## src/rtl/jtcontra_pcm.sv

```systemverilog
// jtcontra_pcm: multi-channel 8-bit PCM player. Z80 programs start/volume/key,
// samples are fetched from PCM ROM per cen tick and mixed to 16b signed.
// Ports: clk, rst_n (async low), cen (sample tick), cs/wr_n/addr/din (CPU),
// dout (busy flags), rom_addr/rom_cs/rom_data/rom_ok (ROM), snd/sample (mix).
// Option: define JTCONTRA_PCM_LOOP_EN to honour the control loop bit.
module jtcontra_pcm #(
  parameter int CH = 2,
  parameter int AW = 17
) (
  input  logic                  clk,
  input  logic                  rst_n,
  input  logic                  cen,
  input  logic                  cs,
  input  logic                  wr_n,
  input  logic [2+$clog2(CH):0] addr,
  input  logic [7:0]            din,
  output logic [7:0]            dout,
  output logic [AW-1:0]         rom_addr,
  output logic                  rom_cs,
  input  logic [7:0]            rom_data,
  input  logic                  rom_ok,
  output logic signed [15:0]    snd,
  output logic                  sample
);

  localparam int CW = (CH > 1) ? $clog2(CH) : 1;

  typedef enum logic [1:0] {
    S_IDLE, S_ADDR, S_WAIT, S_DONE
  } st_t;

  st_t                 st_q, st_d;
  logic [CW-1:0]       cur_q, cur_d;
  logic [AW-1:0]       raddr_q, raddr_d;
  logic [AW-1:0]       start_q [CH];
  logic [AW-1:0]       start_d [CH];
  logic [AW-1:0]       ptr_q [CH];
  logic [AW-1:0]       ptr_d [CH];
  logic [3:0]          vol_q [CH];
  logic [3:0]          vol_d [CH];
  logic signed [7:0]   smp_q [CH];
  logic signed [7:0]   smp_d [CH];
  logic [CH-1:0]       loop_q, loop_d;
  logic [CH-1:0]       busy_q, busy_d;
  logic [CH-1:0]       pend_q, pend_d;
  logic                we_q;
  logic signed [15:0]  snd_q, snd_d;
  logic                smpl_q, smpl_d;

  logic [CW+2:0]       addr_x;
  logic [CW-1:0]       wch;
  logic [2:0]          wreg;
  logic                wr_stb;
  logic [CH-1:0]       ws;
  logic                cap;
  logic [23:0]         s24;
  logic                go;
  logic [CW-1:0]       nxt;

  logic signed [12:0]  prod [CH];
  logic signed [19:0]  acc, shf;
  logic signed [15:0]  mix;

  function automatic logic [CW-1:0] first(
    input logic [CH-1:0] v
  );
    first = '0;
    for (int i = CH-1; i >= 0; i--)
      if (v[i]) first = CW'(i);
  endfunction

  // Write acts once per strobe: edge of cs && !wr_n
  assign addr_x = (CW+3)'(addr);
  assign wch    = addr_x[CW+2:3];
  assign wreg   = addr_x[2:0];
  assign wr_stb = cs && !wr_n && !we_q;

  always_comb begin
    ws = '0;
    for (int i = 0; i < CH; i++)
      ws[i] = wr_stb && (wch == CW'(i));
  end

  assign cap = (st_q == S_WAIT) && rom_ok;

  always_comb begin
    acc = '0;
    for (int i = 0; i < CH; i++) begin
      prod[i] = smp_q[i] * $signed({1'b0, vol_q[i]});
      acc = acc + 20'(prod[i]);
    end
    shf = acc <<< 4;
    if (shf > 20'sd32767)
      mix = 16'sh7fff;
    else if (shf < -20'sd32768)
      mix = 16'sh8000;
    else
      mix = shf[15:0];
  end

  always_comb begin
    busy_d = busy_q;
    pend_d = pend_q;
    loop_d = loop_q;
    s24    = '0;
    for (int i = 0; i < CH; i++) begin
      start_d[i] = start_q[i];
      ptr_d[i]   = ptr_q[i];
      vol_d[i]   = vol_q[i];
      smp_d[i]   = smp_q[i];
      // A control write to the channel being captured wins
      if (cap && cur_q == CW'(i) && busy_q[i] &&
          !(ws[i] && wreg == 3'd3)) begin
        if (rom_data != 8'h80) begin
          smp_d[i] = rom_data;
          ptr_d[i] = ptr_q[i] + 1'b1;
        end else begin
          smp_d[i] = '0;
`ifdef JTCONTRA_PCM_LOOP_EN
          if (loop_q[i])
            ptr_d[i] = start_q[i];
          else
            busy_d[i] = 1'b0;
`else
          busy_d[i] = 1'b0;
`endif
        end
      end
      if (cap && cur_q == CW'(i))
        pend_d[i] = 1'b0;
      // New tick requests survive a capture in the same cycle
      if (cen)
        pend_d[i] = pend_d[i] | busy_q[i];
      s24 = 24'(start_q[i]);
      if (ws[i]) begin
        unique case (1'b1)
          (wreg == 3'd0): begin
            s24[7:0]   = din;
            start_d[i] = AW'(s24);
          end
          (wreg == 3'd1): begin
            s24[15:8]  = din;
            start_d[i] = AW'(s24);
          end
          (wreg == 3'd2): begin
            s24[23:16] = din;
            start_d[i] = AW'(s24);
          end
          (wreg == 3'd3): begin
            vol_d[i]  = din[7:4];
            loop_d[i] = din[1];
            smp_d[i]  = '0;
            if (din[0]) begin
              ptr_d[i]  = start_q[i];
              busy_d[i] = 1'b1;
            end else begin
              busy_d[i] = 1'b0;
              pend_d[i] = 1'b0;
            end
          end
          default: ;
        endcase
      end
    end
  end

  always_comb begin
    st_d    = st_q;
    cur_d   = cur_q;
    raddr_d = raddr_q;
    snd_d   = snd_q;
    smpl_d  = 1'b0;
    go      = 1'b0;
    nxt     = '0;
    unique case (st_q)
      S_IDLE: begin
        if (|pend_q) begin
          go  = 1'b1;
          nxt = first(pend_q);
        end else if (cen && !(|busy_q)) begin
          st_d = S_DONE;
        end
      end
      S_ADDR: st_d = S_WAIT;
      S_WAIT: begin
        if (rom_ok) begin
          if (|pend_d) begin
            go  = 1'b1;
            nxt = first(pend_d);
          end else begin
            st_d = S_DONE;
          end
        end
      end
      S_DONE: begin
        st_d   = S_IDLE;
        snd_d  = mix;
        smpl_d = 1'b1;
      end
    endcase
    // Address is latched so it holds while rom_cs is high
    if (go) begin
      st_d  = S_ADDR;
      cur_d = nxt;
      for (int i = 0; i < CH; i++)
        if (nxt == CW'(i)) raddr_d = ptr_d[i];
    end
  end

  always_ff @(posedge clk or negedge rst_n) begin
    if (!rst_n) begin
      st_q    <= S_IDLE;
      cur_q   <= '0;
      raddr_q <= '0;
      loop_q  <= '0;
      busy_q  <= '0;
      pend_q  <= '0;
      we_q    <= 1'b0;
      snd_q   <= '0;
      smpl_q  <= 1'b0;
      for (int i = 0; i < CH; i++) begin
        start_q[i] <= '0;
        ptr_q[i]   <= '0;
        vol_q[i]   <= '0;
        smp_q[i]   <= '0;
      end
    end else begin
      st_q    <= st_d;
      cur_q   <= cur_d;
      raddr_q <= raddr_d;
      loop_q  <= loop_d;
      busy_q  <= busy_d;
      pend_q  <= pend_d;
      we_q    <= cs && !wr_n;
      snd_q   <= snd_d;
      smpl_q  <= smpl_d;
      for (int i = 0; i < CH; i++) begin
        start_q[i] <= start_d[i];
        ptr_q[i]   <= ptr_d[i];
        vol_q[i]   <= vol_d[i];
        smp_q[i]   <= smp_d[i];
      end
    end
  end

  assign dout     = 8'(busy_q);
  assign rom_addr = raddr_q;
  assign rom_cs   = (st_q == S_ADDR) || (st_q == S_WAIT);
  assign snd      = snd_q;
  assign sample   = smpl_q;

endmodule

```

## config.mk

```make
export PLATFORM = sky130hd
export DESIGN_NAME = jtcontra_pcm
export DESIGN_NICKNAME = d
export VERILOG_FILES = /design/src/rtl/jtcontra_pcm.sv
export SDC_FILE = /design/constraint.sdc
export NUM_CORES = 1
export LEC_CHECK = 0
export BUFFER_PORTS_ARGS = -buffer_cell sky130_fd_sc_hd__buf_2
export CAP_MARGIN = 20
export CELL_PAD_IN_SITES_DETAIL_PLACEMENT = 2
export CELL_PAD_IN_SITES_GLOBAL_PLACEMENT = 2
export CORE_UTILIZATION = 35
export DETAILED_ROUTE_END_ITERATION = 6
export GPL_TIMING_DRIVEN = 0
export HOLD_SLACK_MARGIN = 0.1
export MAX_ROUTING_LAYER = met4
export PLACE_DENSITY_LB_ADDON = 0.1
export SLEW_MARGIN = 20
export SYNTH_ARGS = -nofsm -noshare
export SYNTH_HDL_FRONTEND = slang
export SYNTH_SLANG_ARGS = --single-unit
```

## constraint.sdc

```tcl
create_clock -name clk -period 6.9 [get_ports clk]
set_clock_uncertainty 0.15 [all_clocks]
set_input_delay 0 -clock clk [delete_from_list [all_inputs] [get_ports clk]]
set_output_delay 0 -clock clk [all_outputs]
set_load 0.01 [all_outputs]
```

==> run metrics, run 1 <==
Root Buffer clkbuf_16; Std-Cell Rows 57; Reg clk slew, reported paths 0.06 ns; Worst Tran Pin Value 0.8303 ns; Worst Hold Class primary input to flop; Tcrit/Tclk final 91.75%; worst endpoint required time 7.09 ns; top_reg_cell synth dfrtp_1; DP HPWL 20780 µm; DRC violations left 0; final worst slack 0.5691 ns; Area growth syn-to-layout 19.22%; core area 24530 µm²; placed inst area 9565 µm²; DRT Wirelength 27450 µm; maximum fanout along the worst path 10; clk sink count 131; chip height 160.6 µm; Ports 69; DRT iter0 DRCs 261; diode count 0; Peak Freq 0.1580 GHz; ys async rst share 100.0%; Hold Startpoint cs; wire length per cell 20.04 µm; Die X 160.6 µm; Tot GR Track Use 23.42%; worst flop-to-flop path startpoint vol_q[5]; synth unique cells 62; Post-CTS Setup Bufs 0; reg2reg path depth 20; clock latency at the later pin of the worst-skew pair 0.42 ns; Fin Hold WS 0.1702 ns; final hold vios 0; post-synth top area cell dfrtp_1; Leak Pwr 0.005153 µW; vias 6956; reg-to-reg setup timing slack 0.57 ns; Syn Std Cell Area 8808 µm²; fin util 42.80%; max-slew violation count 0; CTS buffer count 17; CP cell instances clkbuf_1 > nand2_1 > inv_1 > fa_1 > fa_1 > inv_1 > fa_1 > inv_1 > fa_1 > inv_1 > fa_1 > inv_1 > ha_1 > a21oi_1 > nand2_1 > a221oi_1 > xnor2_1 > a311o_1 > clkbuf_1 > a2bb2oi_1; Yosys reg bits 131; Cells after Synth 920; initial core utilization 35.90%; Synth area leaders dfrtp_1 37%, fa_1 13%, ha_1 6.5%; Overflow after GRT 0; Seq/Total Area, Yosys 37.22%; WHS Endpoint ptr_q[20]; R2R Path End snd[6]; share of post-route cells with drive strength above 1 13.86%; peak supply drop 0.0001529 V; minimum clock period 6.331 ns; DR pass1 iterations 4; CTS tree yes; IO buf count 59; Worst slew margin 44.17%; Crit Path Class flop to flop; Post-Layout Inst Area 10500 µm²; Max stage delay on crit path 0.55 ns; crit end category flop; Via density 5.077; fin nets 1160; yosys warns 0; setup tns final 0 ns; pre-CTS setup slack 0.4251 ns; number of enable flip-flop cells after synthesis 0; antenna violations before repair 0; max-cap violations 0; Antenna Violating Nets Remaining 0; Final setup viols 0; RSZ-0062 raised after global routing false; Pwr per Cell Area 371.8 nW/µm²; DIE AREA 25810 µm²; Yosys top cell area share 37.22%; status finished clean; vias in the first global route 7975; Clock Path Buffers 2; critical path startpoint category flop; first-pass GRT wire length 44620 µm; placer congestion estimate 0.7770; largest net degree at the start of global routing 76; hold depth 4; Mapped Avg Cell Area 9.574 µm²; commonest non-fill, non-tap cell in the layout dfrtp_1; worst path arrival time 6.52 ns; most frequent cells in the layout 131 x dfrtp_1, 124 x nand2_1, 102 x inv_1, 74 x nor2_1, 62 x buf_2; highest-delay cell along the critical path fa_1; H-tree Lvls 4
routing by layer:
layer | share of wire, % | track usage (%) | vias up
li1 | - | - | 3247
met1 | 41 | 26.33 | 3593
met2 | 56 | 43.64 | 79
met3 | 1.7 | 2.841 | 37
met4 | 1.6 | 5.801 | 0
met5 | 0 | - | -
cell usage after synthesis, types with 3 or more instances:
master / number
o21ai_0: 32
mux2i_1: 3
clkbuf_1: 25
a21oi_1: 44
a22o_1: 7
o21a_1: 5
a211oi_1: 9
a21oi_2: 4
nand2b_1: 3
xnor2_1: 34
o31ai_1: 3
nor2_1: 74
nand3_1: 27
inv_1: 102
buf_2: 4
a21o_1: 7
xor2_1: 13
dfrtp_1: 131
and2_1: 50
o211ai_1: 4
nand2_1: 124
nand4_1: 8
nor2b_1: 5
ha_1: 46
nor4_1: 3
a221o_1: 13
mux2_2: 22
fa_1: 55
buf_4: 9
nor3_1: 6
o2bb2ai_1: 9
flip-flops by register name (all words and copies together), names as in the netlist, 2 cells and up:
| name | flops |
|---|---|
| vol_q | 8 |
| start_q | 34 |
| pend_q | 2 |
| snd | 13 |
| busy_q | 2 |
| smp_q | 16 |
| st_q | 2 |
| rom_addr | 17 |
| ptr_q | 34 |
per-stage QoR:
step                power, µW  std cells
finish                   3904       1370
global route             4246       1370
detailed placement       2955       1309
global placement         2899       1308
floorplan                2360        925
CTS                      3974       1370
worst max-delay path by stage:
| stage | from | endpoint | slack [ns] | cells past startpoint |
|---|---|---|---|---|
| after floorplan | vol_q[7] | snd[6] | 1.31 | 20 |
| after global placement | vol_q[7] | snd[4] | 0.46 | 18 |
| after detailed placement | vol_q[7] | snd[14] | 0.43 | 18 |
| after CTS | vol_q[7] | snd[7] | 0.40 | 18 |
| after global routing | vol_q[5] | snd[6] | 0.15 | 20 |
| final | vol_q[5] | snd[6] | 0.57 | 20 |
power by group:
group          total (µW)  leakage [µW]  internal (µW)  switching (µW)
clock                 968      0.000306            594             373
combinational        1740       0.00316            710            1030
sequential           1200       0.00168            999             202
total                3900       0.00515           2300            1600
final cells by class:
| class | count | area (µm²) |
|---|---|---|
| plain buffers | 41 | 207.7 |
| clock buffers | 19 | 452.9 |
| clock inverters | 13 | 168.9 |
| fillers | 2702 | 14030 |
| inverters | 102 | 382.9 |
| multi-input cells | 651 | 4965 |
| flip-flops and latches | 131 | 3278 |
| well taps | 324 | 405.4 |
| repair buffers | 89 | 640.6 |
logic make-up (layout without fill, tap and decap cells):
| logic type | after synthesis | count (layout) | synth area share [%] |
|---|---|---|---|
| AO/OA/AOI/OAI | 153 | 153 | 11.86 |
| XOR/XNOR | 47 | 47 | 4.673 |
| adder cells (fa/ha/maj) | 101 | 101 | 19.03 |
| buffers and inverters | 143 | 264 | 6.704 |
| flip-flops | 131 | 131 | 37.22 |
| multiplexers | 25 | 25 | 3.153 |
| other | 1 | 6 | 0.04257 |
| AND/OR/NAND/NOR | 319 | 319 | 17.32 |
critical path, delay by kind of cell (launching register included):
family	cells	cell delay (ns)
adders and majority gates	6	2.92
and+or+nand+nor	2	0.34
DFF	1	0.32
buffers and inverters	7	1.06
xor gates and xnor gates	1	0.23
AOI/OAI and AO/OA	4	1.22
repair_timing:
item                       CTS  global route
resized for setup            0             1
hold endpoints to repair   195             0
hold buffers                29             0
setup endpoints to repair    0             2
(Power assumes the default switching activity.)
==> inputs of run 2 (changes only) <==
--- a/config.mk
+++ b/config.mk
@@ -6,10 +6,12 @@
 export NUM_CORES = 1
 export LEC_CHECK = 0
 export BUFFER_PORTS_ARGS = -buffer_cell sky130_fd_sc_hd__buf_2
-export CAP_MARGIN = 20
+export CAP_MARGIN = 30
 export CELL_PAD_IN_SITES_DETAIL_PLACEMENT = 2
 export CELL_PAD_IN_SITES_GLOBAL_PLACEMENT = 2
+export CORE_ASPECT_RATIO = 0.75
 export CORE_UTILIZATION = 35
+export CTS_CLUSTER_DIAMETER = 60
 export DETAILED_ROUTE_END_ITERATION = 6
 export GPL_TIMING_DRIVEN = 0
 export HOLD_SLACK_MARGIN = 0.1
==> run 2 against run 1 <==
Worst setup slack worse by 0.025 ns. Sequential share of layout area down 0.13 points. Register-to-register slack worse by 0.02 ns. Die area about the same. Via count up 1.0%. First-iteration DRC count up 35%. Sequential power about the same. Combinational power about the same. Critical path depth unchanged. Hold slack worse by 0.00075 ns. Critical path type unchanged.
==> run metrics, run 2 (synthesis results as in run 1) <==
status finished clean (unchanged); IO buf count 59 (unchanged); Std-Cell Rows 49 (was 57); CTS buffer count 17 (unchanged); Root Buffer clkbuf_16 (unchanged); Leak Pwr 0.005163 µW (was 0.005153 µW); Reg clk slew, reported paths 0.06 ns (about the same); delay-heaviest family, CP adder cells (unchanged); wire length per cell 20.37 µm (was 20.04 µm); H-tree Lvls 4 (unchanged); antenna violations before repair 2 (was 0); DRC violations left 0 (unchanged); setup tns final 0 ns (unchanged); maximum fanout along the worst path 10 (unchanged); fin nets 1159 (was 1160); Ports 69 (unchanged); diode count 0 (unchanged); hold depth 4 (unchanged); reg2reg path depth 20 (unchanged); crit end category flop (unchanged); peak supply drop 0.0001833 V (was 0.0001529 V); register area 3278 µm² (unchanged); final hold vios 0 (unchanged); critical path startpoint category flop (unchanged); DR pass1 iterations 4 (unchanged); clk sink count 131 (unchanged); Placed Cells 1316 (was 1309); Pwr per Cell Area 379.1 nW/µm² (was 371.8 nW/µm²); minimum clock period 6.356 ns (was 6.331 ns); CP cell instances clkbuf_1 > nand2_1 > inv_1 > fa_1 > fa_1 > inv_1 > fa_1 > inv_1 > fa_1 > inv_1 > fa_1 > inv_1 > ha_1 > clkbuf_1 > nand3_1 > o311ai_1 > nor3b_1 > a311o_1 > clkbuf_1 > a2bb2oi_1 (was clkbuf_1 > nand2_1 > inv_1 > fa_1 > fa_1 > inv_1 > fa_1 > inv_1 > fa_1 > inv_1 > fa_1 > inv_1 > ha_1 > a21oi_1 > nand2_1 > a221oi_1 > xnor2_1 > a311o_1 > clkbuf_1 > a2bb2oi_1); CTS tree yes (unchanged); Tot GR Track Use 23.62% (was 23.42%); Tcrit/Tclk final 92.11% (was 91.75%); share of post-route cells with drive strength above 1 13.88% (was 13.86%); largest net degree at the start of global routing 79 (was 76); max-cap violations 0 (unchanged); max-slew violation count 0 (unchanged); Final setup viols 0 (unchanged); multi-input logic area 4965 µm² (unchanged); Overflow after GRT 0 (unchanged); worst endpoint required time 7.10 ns (was 7.09 ns); most frequent cells in the layout 131 x dfrtp_1, 124 x nand2_1, 102 x inv_1, 74 x nor2_1, 62 x buf_2 (unchanged); reg-to-reg setup timing slack 0.54 ns (was 0.57 ns); placed inst area 9574 µm² (was 9565 µm²); Final Power 3998 µW (was 3904 µW); worst flop-to-flop path startpoint vol_q[5] (unchanged); Post-CTS Setup Bufs 0 (unchanged); placer congestion estimate 0.8592 (was 0.7770); clock latency at the later pin of the worst-skew pair 0.44 ns (was 0.42 ns); Worst Tran Pin Value 0.9452 ns (was 0.8303 ns); vias 7029 (was 6956); Hold Startpoint cs (unchanged); # fillers 2663 (was 2702); first-pass GRT wire length 44380 µm (was 44620 µm); DP HPWL 21500 µm (was 20780 µm); Critical path buffers and inverters 8 (was 7); Finished Layout Cells 1376 (was 1370); commonest non-fill, non-tap cell in the layout dfrtp_1 (unchanged); Max stage delay on crit path 0.59 ns (was 0.55 ns); Area growth syn-to-layout 19.70% (was 19.22%); Peak Freq 0.1573 GHz (was 0.1580 GHz); DRT iter0 DRCs 353 (was 261); Fin Hold WS 0.1694 ns (was 0.1702 ns); RSZ-0062 raised after global routing false (unchanged); chip height 139.4 µm (was 160.6 µm); highest-delay cell along the critical path fa_1 (unchanged); WHS Endpoint ptr_q[20] (unchanged); DRT Wirelength 28020 µm (was 27450 µm); Worst Hold Class primary input to flop (unchanged); vias in the first global route 7629 (was 7975); Antenna Violating Nets Remaining 0 (unchanged); core area 24340 µm² (was 24530 µm²); Crit Path Class flop to flop (unchanged); Clock Path Buffers 2 (unchanged); R2R Path End snd[6] (unchanged); Via density 5.108 (was 5.077); DIE AREA 25810 µm² (about the same); initial core utilization 36.19% (was 35.90%); worst path arrival time 6.56 ns (was 6.52 ns); Worst slew margin 36.76% (was 44.17%); Die X 185.2 µm (was 160.6 µm); Post-Layout Inst Area 10540 µm² (was 10500 µm²)
==> run 2: cell count changes in the layout (fill, tap and decap cells not counted), sizes merged <==
cell         before  now
dlygate4sd3      28   27
bufinv            3    5
clkbuf           44   43
inv             108  104
clkinv            3    5
clkinvlp          1    2
==> run 2: layout make-up <==
cell class | instances | share of cell area, %
plain buffers | 41 | 1.970
well taps | 331 | 3.928
inverters | 102 | 3.631
flip-flops and latches | 131 | 31.09
clock inverters | 14 | 2.148
multi-input cells | 651 | 47.09
repair buffers | 88 | 5.981
clock buffers | 18 | 4.165
==> run 2: metrics by stage <==
stage	utilization, %	setup slack (ns)
finish	43.32	0.5443
global route	43.32	0.07516
CTS	43.29	0.3651
detailed placement	39.34	0.4251
global placement	39.18	0.5404
floorplan	-	1.315
==> run 2: timing repair <==
| action | in CTS | in global routing |
|---|---|---|
| setup endpoints to repair | 0 | 1 |
| endpoints found under the hold margin | 197 | 0 |
| gates resized for setup | 0 | 1 |
| hold buffers | 28 | 0 |
==> run 2: metal layers <==
metal,routed length (µm),part of all wire (%),vias to the layer above,global-route usage (%)
li1,-,-,3259,-
met1,15170,54,3618,35.93
met2,11390,41,135,32.19
met3,1270,4.5,17,4.920
met4,193,0.69,0,3.915
met5,0,0,-,-
==> run 2: how the worst max path moves through the flow <==
stage	depth (start not counted)	to	from	slack (ns)
finish	20	snd[6]	vol_q[5]	0.54
global route	20	snd[6]	vol_q[5]	0.08
CTS	18	snd[4]	vol_q[7]	0.37
detailed placement	18	snd[4]	vol_q[7]	0.43
global placement	18	snd[4]	vol_q[7]	0.54
floorplan	20	snd[6]	vol_q[7]	1.31
==> run 2: worst reg2reg max path, delay by kind of cell, from the launching register on <==
| family | cells | cell delay, ns |
|---|---|---|
| DFF | 1 | 0.32 |
| and+or+nand+nor | 3 | 0.66 |
| adders and majority gates | 6 | 2.88 |
| AOI/OAI and AO/OA | 3 | 0.91 |
| buffers and inverters | 8 | 1.36 |
==> run 2: power by group <==
| group | total (µW) | leakage (µW) | switching, µW | internal [µW] |
|---|---|---|---|---|
| clock | 1030 | 0.000317 | 376 | 655 |
| sequential | 1220 | 0.00168 | 225 | 998 |
| combinational | 1740 | 0.00316 | 1040 | 707 |
